==> src/rtl/roberto_resposta_uc_pkg.sv <==
// rtl/roberto_resposta_uc_pkg.sv - shared states, ASCII constants and defaults for roberto_resposta_uc
package roberto_resposta_uc_pkg;

  typedef enum logic [3:0] {
    INICIAL     = 4'd0,
    ESPERA_BYTE = 4'd1,
    ACUMULA     = 4'd2,
    VALIDA      = 4'd3,
    ENVIA       = 4'd4,
    ESPERA_TX   = 4'd5,
    PROX_ENVIO  = 4'd6,
    FINAL       = 4'd7,
    ERRO        = 4'd8
  } estado_t;

  localparam logic [7:0] ASCII_ZERO        = 8'h30;
  localparam logic [7:0] ASCII_NOVE        = 8'h39;
  localparam logic [7:0] TERMINADOR_PADRAO = 8'h23;
  localparam int         LARGURA_PADRAO    = 10;
  localparam logic [3:0] DB_INVALIDO       = 4'hF;

  function automatic logic eh_digito(input logic [7:0] b);
    return (b >= ASCII_ZERO) && (b <= ASCII_NOVE);
  endfunction

endpackage

==> src/rtl/roberto_ascii_acumulador.sv <==
// rtl/roberto_ascii_acumulador.sv - ASCII digit check and acc*10 + digit accumulator
module roberto_ascii_acumulador
  import roberto_resposta_uc_pkg::*;
#(
  parameter int LARGURA = LARGURA_PADRAO
) (
  input  logic               clock_i,
  input  logic               reset_ni,
  input  logic               limpa_i,
  input  logic               habilita_i,
  input  logic [7:0]         dado_i,
  output logic [LARGURA-1:0] acc_o,
  output logic               digito_invalido_o
);

  logic [LARGURA-1:0] acc_q;
  logic [LARGURA-1:0] acc_d;
  logic [3:0]         digito;

  // For '0'..'9' the low nibble is already the digit value
  assign digito            = dado_i[3:0];
  assign digito_invalido_o = !eh_digito(dado_i);
  assign acc_o             = acc_q;

  // Next accumulator value: clear wins, otherwise shift in one decimal digit (wraps at LARGURA bits)
  always_comb begin
    acc_d = acc_q;
    if (limpa_i) begin
      acc_d = '0;
    end else if (habilita_i) begin
      acc_d = acc_q * LARGURA'(10) + LARGURA'(digito);
    end
  end

  // Accumulator register
  always_ff @(posedge clock_i or negedge reset_ni) begin
    if (!reset_ni) begin
      acc_q <= '0;
    end else begin
      acc_q <= acc_d;
    end
  end

endmodule

==> src/rtl/roberto_resposta_uc.sv <==
// rtl/roberto_resposta_uc.sv - sensor frame decoder and servo reply transmitter control unit
module roberto_resposta_uc
  import roberto_resposta_uc_pkg::*;
#(
  parameter int         N_SENSORES = 3,
  parameter int         N_DIGITOS  = 3,
  parameter int         LARGURA    = LARGURA_PADRAO,
  parameter logic [7:0] TERMINADOR = TERMINADOR_PADRAO,
  parameter int         N_RESPOSTA = 3,
  parameter int         TIMEOUT    = 50_000_000
) (
  input  logic                          clock,
  input  logic                          reset,
  input  logic                          habilita,
  input  logic [7:0]                    rx_dado,
  input  logic                          rx_pronto,
  input  logic                          tx_pronto,
  input  logic [8*N_RESPOSTA-1:0]       resposta,
  output logic                          tx_partida,
  output logic [7:0]                    tx_dado,
  output logic [LARGURA*N_SENSORES-1:0] distancias,
  output logic                          distancias_validas,
  output logic                          erro,
  output logic                          pronto,
  output logic [3:0]                    db_estado
);

  localparam int DW = $clog2(N_DIGITOS + 1);
  localparam int SW = $clog2(N_SENSORES + 1);
  localparam int RW = $clog2(N_RESPOSTA + 1);
  localparam int TW = $clog2(TIMEOUT + 1);

  localparam logic [DW-1:0] DIG_MAX = DW'(N_DIGITOS);
  localparam logic [SW-1:0] SEN_ULT = SW'(N_SENSORES - 1);
  localparam logic [RW-1:0] IDX_ULT = RW'(N_RESPOSTA - 1);
  localparam logic [TW-1:0] TMO_MAX = TW'(TIMEOUT - 1);

  estado_t                       estado_q;
  logic [7:0]                    byte_q;
  logic [DW-1:0]                 digito_q;
  logic [SW-1:0]                 sensor_q;
  logic [RW-1:0]                 idx_q;
  logic [TW-1:0]                 tempo_q;
  logic                          meio_q;
  logic [LARGURA*N_SENSORES-1:0] sombra_q;
  logic [LARGURA*N_SENSORES-1:0] sombra_d;
  logic [LARGURA*N_SENSORES-1:0] distancias_q;
  logic [8*N_RESPOSTA-1:0]       resposta_q;
  logic                          tx_partida_q;
  logic [7:0]                    tx_dado_q;
  logic                          validas_q;
  logic                          erro_q;
  logic                          pronto_q;

  logic                          acc_limpa;
  logic                          acc_en;
  logic                          terminador_ok;
  logic [LARGURA-1:0]            acc;
  logic                          digito_invalido;

  roberto_ascii_acumulador #(
    .LARGURA (LARGURA)
  ) u_acumulador (
    .clock_i           (clock),
    .reset_ni          (reset),
    .limpa_i           (acc_limpa),
    .habilita_i        (acc_en),
    .dado_i            (byte_q),
    .acc_o             (acc),
    .digito_invalido_o (digito_invalido)
  );

  // Accumulator control: digits only while the field still has room, cleared whenever a field ends or is dropped
  always_comb begin
    terminador_ok = (estado_q == ACUMULA) && (digito_q == DIG_MAX) && (byte_q == TERMINADOR);
    acc_en        = (estado_q == ACUMULA) && (digito_q < DIG_MAX) && !digito_invalido;
    acc_limpa     = terminador_ok || (estado_q == INICIAL) || (estado_q == ERRO) || (estado_q == FINAL);
  end

  // Shadow slots with the finished field merged in, so the last field can be published in the same edge
  always_comb begin
    sombra_d = sombra_q;
    for (int i = 0; i < N_SENSORES; i++) begin
      if (sensor_q == SW'(i)) begin
        sombra_d[i*LARGURA +: LARGURA] = acc;
      end
    end
  end

  // Control FSM with counters and registered pulse outputs
  always_ff @(posedge clock or negedge reset) begin
    if (!reset) begin
      estado_q     <= INICIAL;
      byte_q       <= '0;
      digito_q     <= '0;
      sensor_q     <= '0;
      idx_q        <= '0;
      tempo_q      <= '0;
      meio_q       <= 1'b0;
      sombra_q     <= '0;
      distancias_q <= '0;
      resposta_q   <= '0;
      tx_partida_q <= 1'b0;
      tx_dado_q    <= '0;
      validas_q    <= 1'b0;
      erro_q       <= 1'b0;
      pronto_q     <= 1'b0;
    end else begin
      tx_partida_q <= 1'b0;
      validas_q    <= 1'b0;
      erro_q       <= 1'b0;
      pronto_q     <= 1'b0;
      tempo_q      <= '0;
      case (estado_q)
        INICIAL: begin
          digito_q <= '0;
          sensor_q <= '0;
          meio_q   <= 1'b0;
          if (habilita) estado_q <= ESPERA_BYTE;
        end
        ESPERA_BYTE: begin
          if (rx_pronto) begin
            byte_q   <= rx_dado;
            meio_q   <= 1'b1;
            estado_q <= ACUMULA;
          end else if (!habilita) begin
            estado_q <= INICIAL;
          end else if (meio_q) begin
            if (tempo_q == TMO_MAX) begin
              estado_q <= ERRO;
              erro_q   <= 1'b1;
            end else begin
              tempo_q <= tempo_q + TW'(1);
            end
          end
        end
        ACUMULA: begin
          if (digito_q < DIG_MAX) begin
            if (digito_invalido) begin
              estado_q <= ERRO;
              erro_q   <= 1'b1;
            end else begin
              digito_q <= digito_q + DW'(1);
              estado_q <= ESPERA_BYTE;
            end
          end else if (!terminador_ok) begin
            estado_q <= ERRO;
            erro_q   <= 1'b1;
          end else begin
            sombra_q <= sombra_d;
            digito_q <= '0;
            if (sensor_q == SEN_ULT) begin
              sensor_q     <= '0;
              distancias_q <= sombra_d;
              resposta_q   <= resposta;
              validas_q    <= 1'b1;
              estado_q     <= VALIDA;
            end else begin
              sensor_q <= sensor_q + SW'(1);
              estado_q <= ESPERA_BYTE;
            end
          end
        end
        VALIDA: begin
          // Reply goes out MSB byte first: take the top byte and shift the rest up
          idx_q        <= '0;
          tx_partida_q <= 1'b1;
          tx_dado_q    <= resposta_q[8*N_RESPOSTA-1 -: 8];
          resposta_q   <= resposta_q << 8;
          estado_q     <= ENVIA;
        end
        ENVIA: begin
          estado_q <= ESPERA_TX;
        end
        ESPERA_TX: begin
          if (tx_pronto) estado_q <= PROX_ENVIO;
        end
        PROX_ENVIO: begin
          if (idx_q == IDX_ULT) begin
            pronto_q <= 1'b1;
            estado_q <= FINAL;
          end else begin
            idx_q        <= idx_q + RW'(1);
            tx_partida_q <= 1'b1;
            tx_dado_q    <= resposta_q[8*N_RESPOSTA-1 -: 8];
            resposta_q   <= resposta_q << 8;
            estado_q     <= ENVIA;
          end
        end
        FINAL: begin
          digito_q <= '0;
          sensor_q <= '0;
          meio_q   <= 1'b0;
          estado_q <= habilita ? ESPERA_BYTE : INICIAL;
        end
        ERRO: begin
          digito_q <= '0;
          sensor_q <= '0;
          meio_q   <= 1'b0;
          estado_q <= ESPERA_BYTE;
        end
        default: begin
          estado_q <= INICIAL;
        end
      endcase
    end
  end

  // Debug state code; anything outside the known encodings reads as F
  always_comb begin
    case (estado_q)
      INICIAL:     db_estado = 4'd0;
      ESPERA_BYTE: db_estado = 4'd1;
      ACUMULA:     db_estado = 4'd2;
      VALIDA:      db_estado = 4'd3;
      ENVIA:       db_estado = 4'd4;
      ESPERA_TX:   db_estado = 4'd5;
      PROX_ENVIO:  db_estado = 4'd6;
      FINAL:       db_estado = 4'd7;
      ERRO:        db_estado = 4'd8;
      default:     db_estado = DB_INVALIDO;
    endcase
  end

  assign tx_partida         = tx_partida_q;
  assign tx_dado            = tx_dado_q;
  assign distancias         = distancias_q;
  assign distancias_validas = validas_q;
  assign erro               = erro_q;
  assign pronto             = pronto_q;

endmodule
==> config.mk <==
export PLATFORM = sky130hd
export DESIGN_NAME = roberto_resposta_uc
export DESIGN_NICKNAME = d
export VERILOG_FILES = /design/src/rtl/roberto_resposta_uc_pkg.sv /design/src/rtl/roberto_ascii_acumulador.sv /design/src/rtl/roberto_resposta_uc.sv
export SDC_FILE = /design/constraint.sdc
export NUM_CORES = 1
export LEC_CHECK = 0
export CORE_UTILIZATION = 50
export CTS_CLUSTER_DIAMETER = 50
export DETAILED_ROUTE_END_ITERATION = 10
export PLACE_DENSITY = 0.8
export SLEW_MARGIN = 10
export SYNTH_ARGS = -nofsm -noshare
export SYNTH_HDL_FRONTEND = slang
export SYNTH_SLANG_ARGS = --single-unit
==> constraint.sdc <==
create_clock -name clock -period 3.04 [get_ports clock]
set_input_delay 0.608 -clock clock [delete_from_list [all_inputs] [get_ports clock]]
set_output_delay 0.608 -clock clock [all_outputs]
set_load 0.05 [all_outputs]
Word level (Yosys, flattened, before mapping)
Memories as Yosys holds them, arrays and structs flattened. Cells that the tools add are included.

Flip-flop bits (word level): 151. ROM bits: 64. Output and inout bits: 46. Logic and storage cells: 135. Memories kept: 1.

Memories: (name not given) (words 16, width 4, rd ports 1, clocked after Yosys merged registers in 0, wr ports 0, RTL line roberto_resposta_uc.sv:211) `case (estado_q)`.

Add/sub/neg operators: 5. Multiply operators: 1. $lt $le $gt $ge: 3. Equality and inequality tests: 25. Muxes and demuxes: 58. Bitwise gates (word level): 1. Reductions and logical operators: 25.

Operator list (count): two-way mux 26 bit (5); two-way mux 24 bit (4); one-hot mux 24 bit (3 select lines) (1); two-way mux 10 bit (5); two-way mux 4 bit (9); one-hot mux 4 bit (9 select lines) (1); adder 26 x 1 -> 26 bit (second input constant) (1); equality test 26 bit (second input constant) (1); two-way mux 2 bit (9); equality test 4 x 3 -> 1 bit (second input constant) (4); two-way mux 1 bit (16); one-hot mux 8 bit (2 select lines) (1); inequality test 2 bit (second input constant) (6); one-hot mux 2 bit (2 select lines) (3); adder 10 x 4 -> 10 bit (1); multiplier 10 x 3 -> 9 bit (second input constant) (1); AND reduction 3 bit (3); equality test 4 x 2 -> 1 bit (second input constant) (2); equality test 8 x 6 -> 1 bit (second input constant) (1); greater-or-equal comparator 8 x 6 -> 1 bit (second input constant) (1); <= comparator 8 x 6 -> 1 bit (second input constant) (1); two-way mux 8 bit (1); inequality test 4 bit (second input constant) (2); AND reduction 4 bit (2); 20 further kinds (37).

Longest topological paths before layout
Word-level depth: 7. Gate-level depth with buffers: 10. Mapped depth without buffers: 9.

Cells and area by module
A second synthesis with hierarchy kept.

Cells, all modules: 548. Area, all modules: 6680.2 sq um.

Modules (own cells, without submodules): roberto_resposta_uc (times used 1, cells each 462, area each 5798.1 sq um, seq. area each 3278.1 sq um); roberto_ascii_acumulador (times used 1, cells each 86, area each 882.1 sq um, seq. area each 250.2 sq um).

Least setup slack after synthesis
Ideal clock, no wire load.

Kind: reg-to-reg. Start: register u_acumulador.acc_q[1], in the netlist u_acumulador.acc_o[1]. End: register u_acumulador.acc_q[9], in the netlist u_acumulador.acc_o[9]. Setup time: 0.083 ns. Arrival time: 2.460 ns. Required time: 2.957 ns. Path slack: 0.498 ns. Cell stages (with the launch flop): 9. Period minus slack after synthesis: 2.542 ns. Cell sequence: dfrtp_1 ha_1 ha_1 fa_1 xor2_1 o2111ai_1 nor3b_1 xnor3_1 o21ai_0.

Cells in the longest elaborated chain, start to end: 4.

Ends and longest elaborated chain: start, declared (RTL line roberto_ascii_acumulador.sv:16) `logic [LARGURA-1:0] acc_q;`; start signal, assigned (RTL line roberto_ascii_acumulador.sv:38) `acc_q <= '0;`; start signal, assigned (RTL line roberto_ascii_acumulador.sv:40) `acc_q <= acc_d;`; multiplier 10 x 3 -> 9 bit (RTL line roberto_ascii_acumulador.sv:31) `acc_d = acc_q * LARGURA'(10) + LARGURA'(digito);`; adder 10 x 4 -> 10 bit (RTL line roberto_ascii_acumulador.sv:31); two-way mux 10 bit (RTL line roberto_ascii_acumulador.sv:30) `end else if (habilita_i) begin`; two-way mux 10 bit (RTL line roberto_ascii_acumulador.sv:28) `if (limpa_i) begin`.

Every way passes these cells. The select of a mux whose other input is x is not followed. A chain may end at the register's enable or synchronous reset.

Final worst setup path
Start: register estado_q[0]. End: output db_estado[2].

Cells in the longest elaborated chain, start to end: 1.

Ends and longest elaborated chain: start, declared (RTL line roberto_resposta_uc.sv:38) `estado_t estado_q;`; start signal, assigned (RTL line roberto_resposta_uc.sv:194) `estado_q <= habilita ? ESPERA_BYTE : INICIAL;`; memory read (16 x 4 bit); end, declared (RTL line roberto_resposta_uc.sv:25) `output logic [3:0] db_estado`.

Every way passes these cells.

==> impl_metrics.toml <==
[outcome]
status = "completed"

[critical_path]
path_class = "register to output pin"
crit_path_end_kind = "output pin"
required_ps = 2430
cpPeakStageDelay_ps = 710
cp.arrival_ps = 2270
cpMaxStageDelayCell = "clkdlybuf4s50_1"
cp_cell_sequence = "or2_2 -> a21o_1 -> clkdlybuf4s50_1"
start_kind = "register"
cp_max_fo = 13

[power_and_ir_drop]
power_density_nw_per_um2 = 742.3
p_total_mw = 5.898
max-vdd-ir-drop_mv = 0.3951
p_leak_nw = 3.658

[grt]
antenna_found_initial = 0
grt_max_degree = 107
grt_first_pass_wirelength_mm = 22.94
grt_usage = 0.2249
grt-ovfl-total = 0
grt_pass1_vias = 4729

[final_layout]
drive_gt1_frac = 0.09777
antenna_cells = 0
fillCellCount = 1009
area_growth_pct = 22.87
final_util = 0.6296
final_nets = 759

[detailed_routing]
num_vias = 4699
wl_per_cell_um = 15.41
firstDrtPassIters = 4
wl_mm = 13.69
ant_nets = 0
drt_iter0_drc = 303
vias_per_cell = 5.292
post-route-drc-count = 0

[timing]
slew_headroom = 0.3729
min_period_ps = 2881
setup-violations-final = 0
finalMaxSlewViolations = 0
rsz0062_at_grt = "false"
timing.setup.tns_ps = 0
clock_skew_ps = 9.985
fmax_mhz = 347.2
worst_slew_pin_slew_ps = 940.6
timing.final.crit_share = 0.9476
hold_viol_final = 0

[yosys]
ys_warn_count = 0
ys_seq_area_frac = 0.5457
synth_ff_type = "dfrtp_1"
ys_seq_elements = 141
synthArstFlopShare = 1.000
syn-num-nets = 679
synthCells = 623
synth_edf_count = 0
netlist_area_um2 = 6466
synth_cell_types = 53
syn_avg_cell_area_um2 = 10.38

[clocking]
cts_tree = "built"
clk_path_buf_depth = 2
clk_pin_slew_ps = 50
clkLatencyLatePin_ps = 420
hold_buffers = 0
root_buffer = "clkbuf_16"
clock-sinks = 141
cts_made_buffers = 17
h-tree-depth = 4
cts-resized-gates = 0
postCtsSetupBuffers = 0

[place]
dp_hpwl_mm = 9.373
portBuffers = 82
place_congestion = 0.8066

[die]
num_rows = 41
start_util = 0.5124
die_x_um = 115.7
die_h_um = 115.7
ioPinCount = 83
die_area_um2 = 13390
core_area_um2 = 12620

[worst_hold_path]
min_path_type = "input pin to asynchronous set/reset pin"

[run]
cap_violations = 0
==> synth_stat cells (3+ instances only) <==
| master | number | area [um^2] |
|---|---|---|
| mux2_2 | 19 | 214.0 |
| a21oi_1 | 4 | 20.02 |
| a21o_1 | 6 | 45.04 |
| inv_1 | 12 | 45.04 |
| nor4_1 | 4 | 25.02 |
| nor2b_1 | 5 | 31.28 |
| nor2_1 | 41 | 153.9 |
| o21a_1 | 17 | 127.6 |
| nand3_1 | 14 | 70.07 |
| and4_1 | 3 | 26.28 |
| xor2_1 | 25 | 219.0 |
| mux2_1 | 9 | 101.4 |
| nand2_1 | 162 | 608.1 |
| buf_4 | 4 | 30.03 |
| clkbuf_1 | 13 | 48.80 |
| buf_6 | 7 | 78.83 |
| dfrtp_1 | 141 | 3528 |
| nand2b_1 | 5 | 31.28 |
| and3_1 | 6 | 37.54 |
| o22a_1 | 17 | 148.9 |
| nand4_1 | 7 | 43.79 |
| buf_2 | 5 | 25.02 |
| nor3_1 | 4 | 20.02 |
| ha_1 | 17 | 212.7 |
| xnor2_1 | 9 | 78.83 |
| o21ai_0 | 31 | 155.2 |
| o22ai_1 | 3 | 18.77 |
==> area by class of cell <==
cell class / count / area [um^2] / area share
clock buffers: 22 / 464.2 / 0.05843
clock inverters: 10 / 91.34 / 0.01150
inverters: 13 / 48.80 / 0.006142
multi-input cells: 440 / 2715 / 0.3417
flip-flops and latches: 141 / 3528 / 0.4441
well taps: 172 / 215.2 / 0.02709
repair buffers: 90 / 882.1 / 0.1110
==> power by group <==
part | leakage [nW] | internal [mW] | switching (mW)
Clock | 0.258 | 1.16 | 0.766
Sequential | 1.88 | 2.17 | 0.251
Combinational | 1.52 | 0.635 | 0.912
Total | 3.66 | 3.97 | 1.93
==> layer usage <==
metal,wire length (um),global-route usage
met4,182,0.09316
met1,6280,0.3067
met3,572,0.05126
met5,0,0
met2,6651,0.3497
==> worst paths after layout <==
kind | slack (ps) | endpoint | cells after the start | start
hold / removal | 320 | distancias[26] | 1 | reset
min in group clock | 470 | tx_dado[1] | 2 | resposta_q[17]
setup / recovery | 160 | db_estado[2] | 3 | estado_q[0]
max in group asynchronous | 1960 | tx_dado[0] | 2 | reset
hold reg to reg | 470 | tx_dado[1] | 2 | resposta_q[17]
setup reg to reg | 230 | u_acumulador.acc_o[9] | 8 | u_acumulador.acc_o[1]
==> critical path: cells and delay by family (launching register included) <==
kind	cells	cell delay [ps]
AOI/OAI and AO/OA	1	220
DFF	1	520
buffers and inverters	1	710
and+or+nand+nor	1	410
==> layout by cell type (no fill, tap or decap), types with 3 or more instances in the layout <==
cell type,count
nor4_1,4
mux2_1,9
clkdlybuf4s50_1,81
o22a_1,17
nor3_1,4
and3_1,6
a21oi_1,4
nor2_1,40
dfrtp_1,141
clkbuf_16,17
buf_4,8
xor2_1,25
nand3_1,14
clkinv_2,3
o21a_1,17
o22ai_1,3
nand2b_1,5
a21o_1,6
xnor2_1,9
ha_1,17
and4_1,3
nor2b_1,5
nand2_1,162
o21ai_0,31
clkbuf_1,3
nand4_1,7
inv_1,12
clkinvlp_4,5
mux2_2,19
==> cell families after synthesis <==
logic type | share of synthesized area
xor+xnor | 0.04954
flops | 0.5457
fa+ha+maj | 0.03909
compound gates | 0.09288
mux | 0.05031
buf+inv | 0.03580
simple gates | 0.1867
==> flip-flops by register name, summed over array words and instances, names as in the netlist <==
name	count
sombra_q	20
distancias_validas	1
u_acumulador.acc_o	10
byte_q	8
meio_q	1
tx_partida	1
erro	1
estado_q	4
idx_q	2
pronto	1
digito_q	2
sensor_q	2
resposta_q	24
tx_dado	8
distancias	30
tempo_q	26
==> metrics by stage <==
step,instance area (um^2),hold WS [ps],instances,worst slack [ps]
5_1_grt,7945,380.3,888,84.14
6_report,7945,317.8,888,159.4
2_1_floorplan,6466,312.4,623,497.5
3_3_place_gp,7383,454.2,856,424.2
3_5_place_dp,7383,453.1,856,247.8
4_1_cts,7939,347.9,888,148.3
No activity file was read; power rests on OpenSTA's default activity.
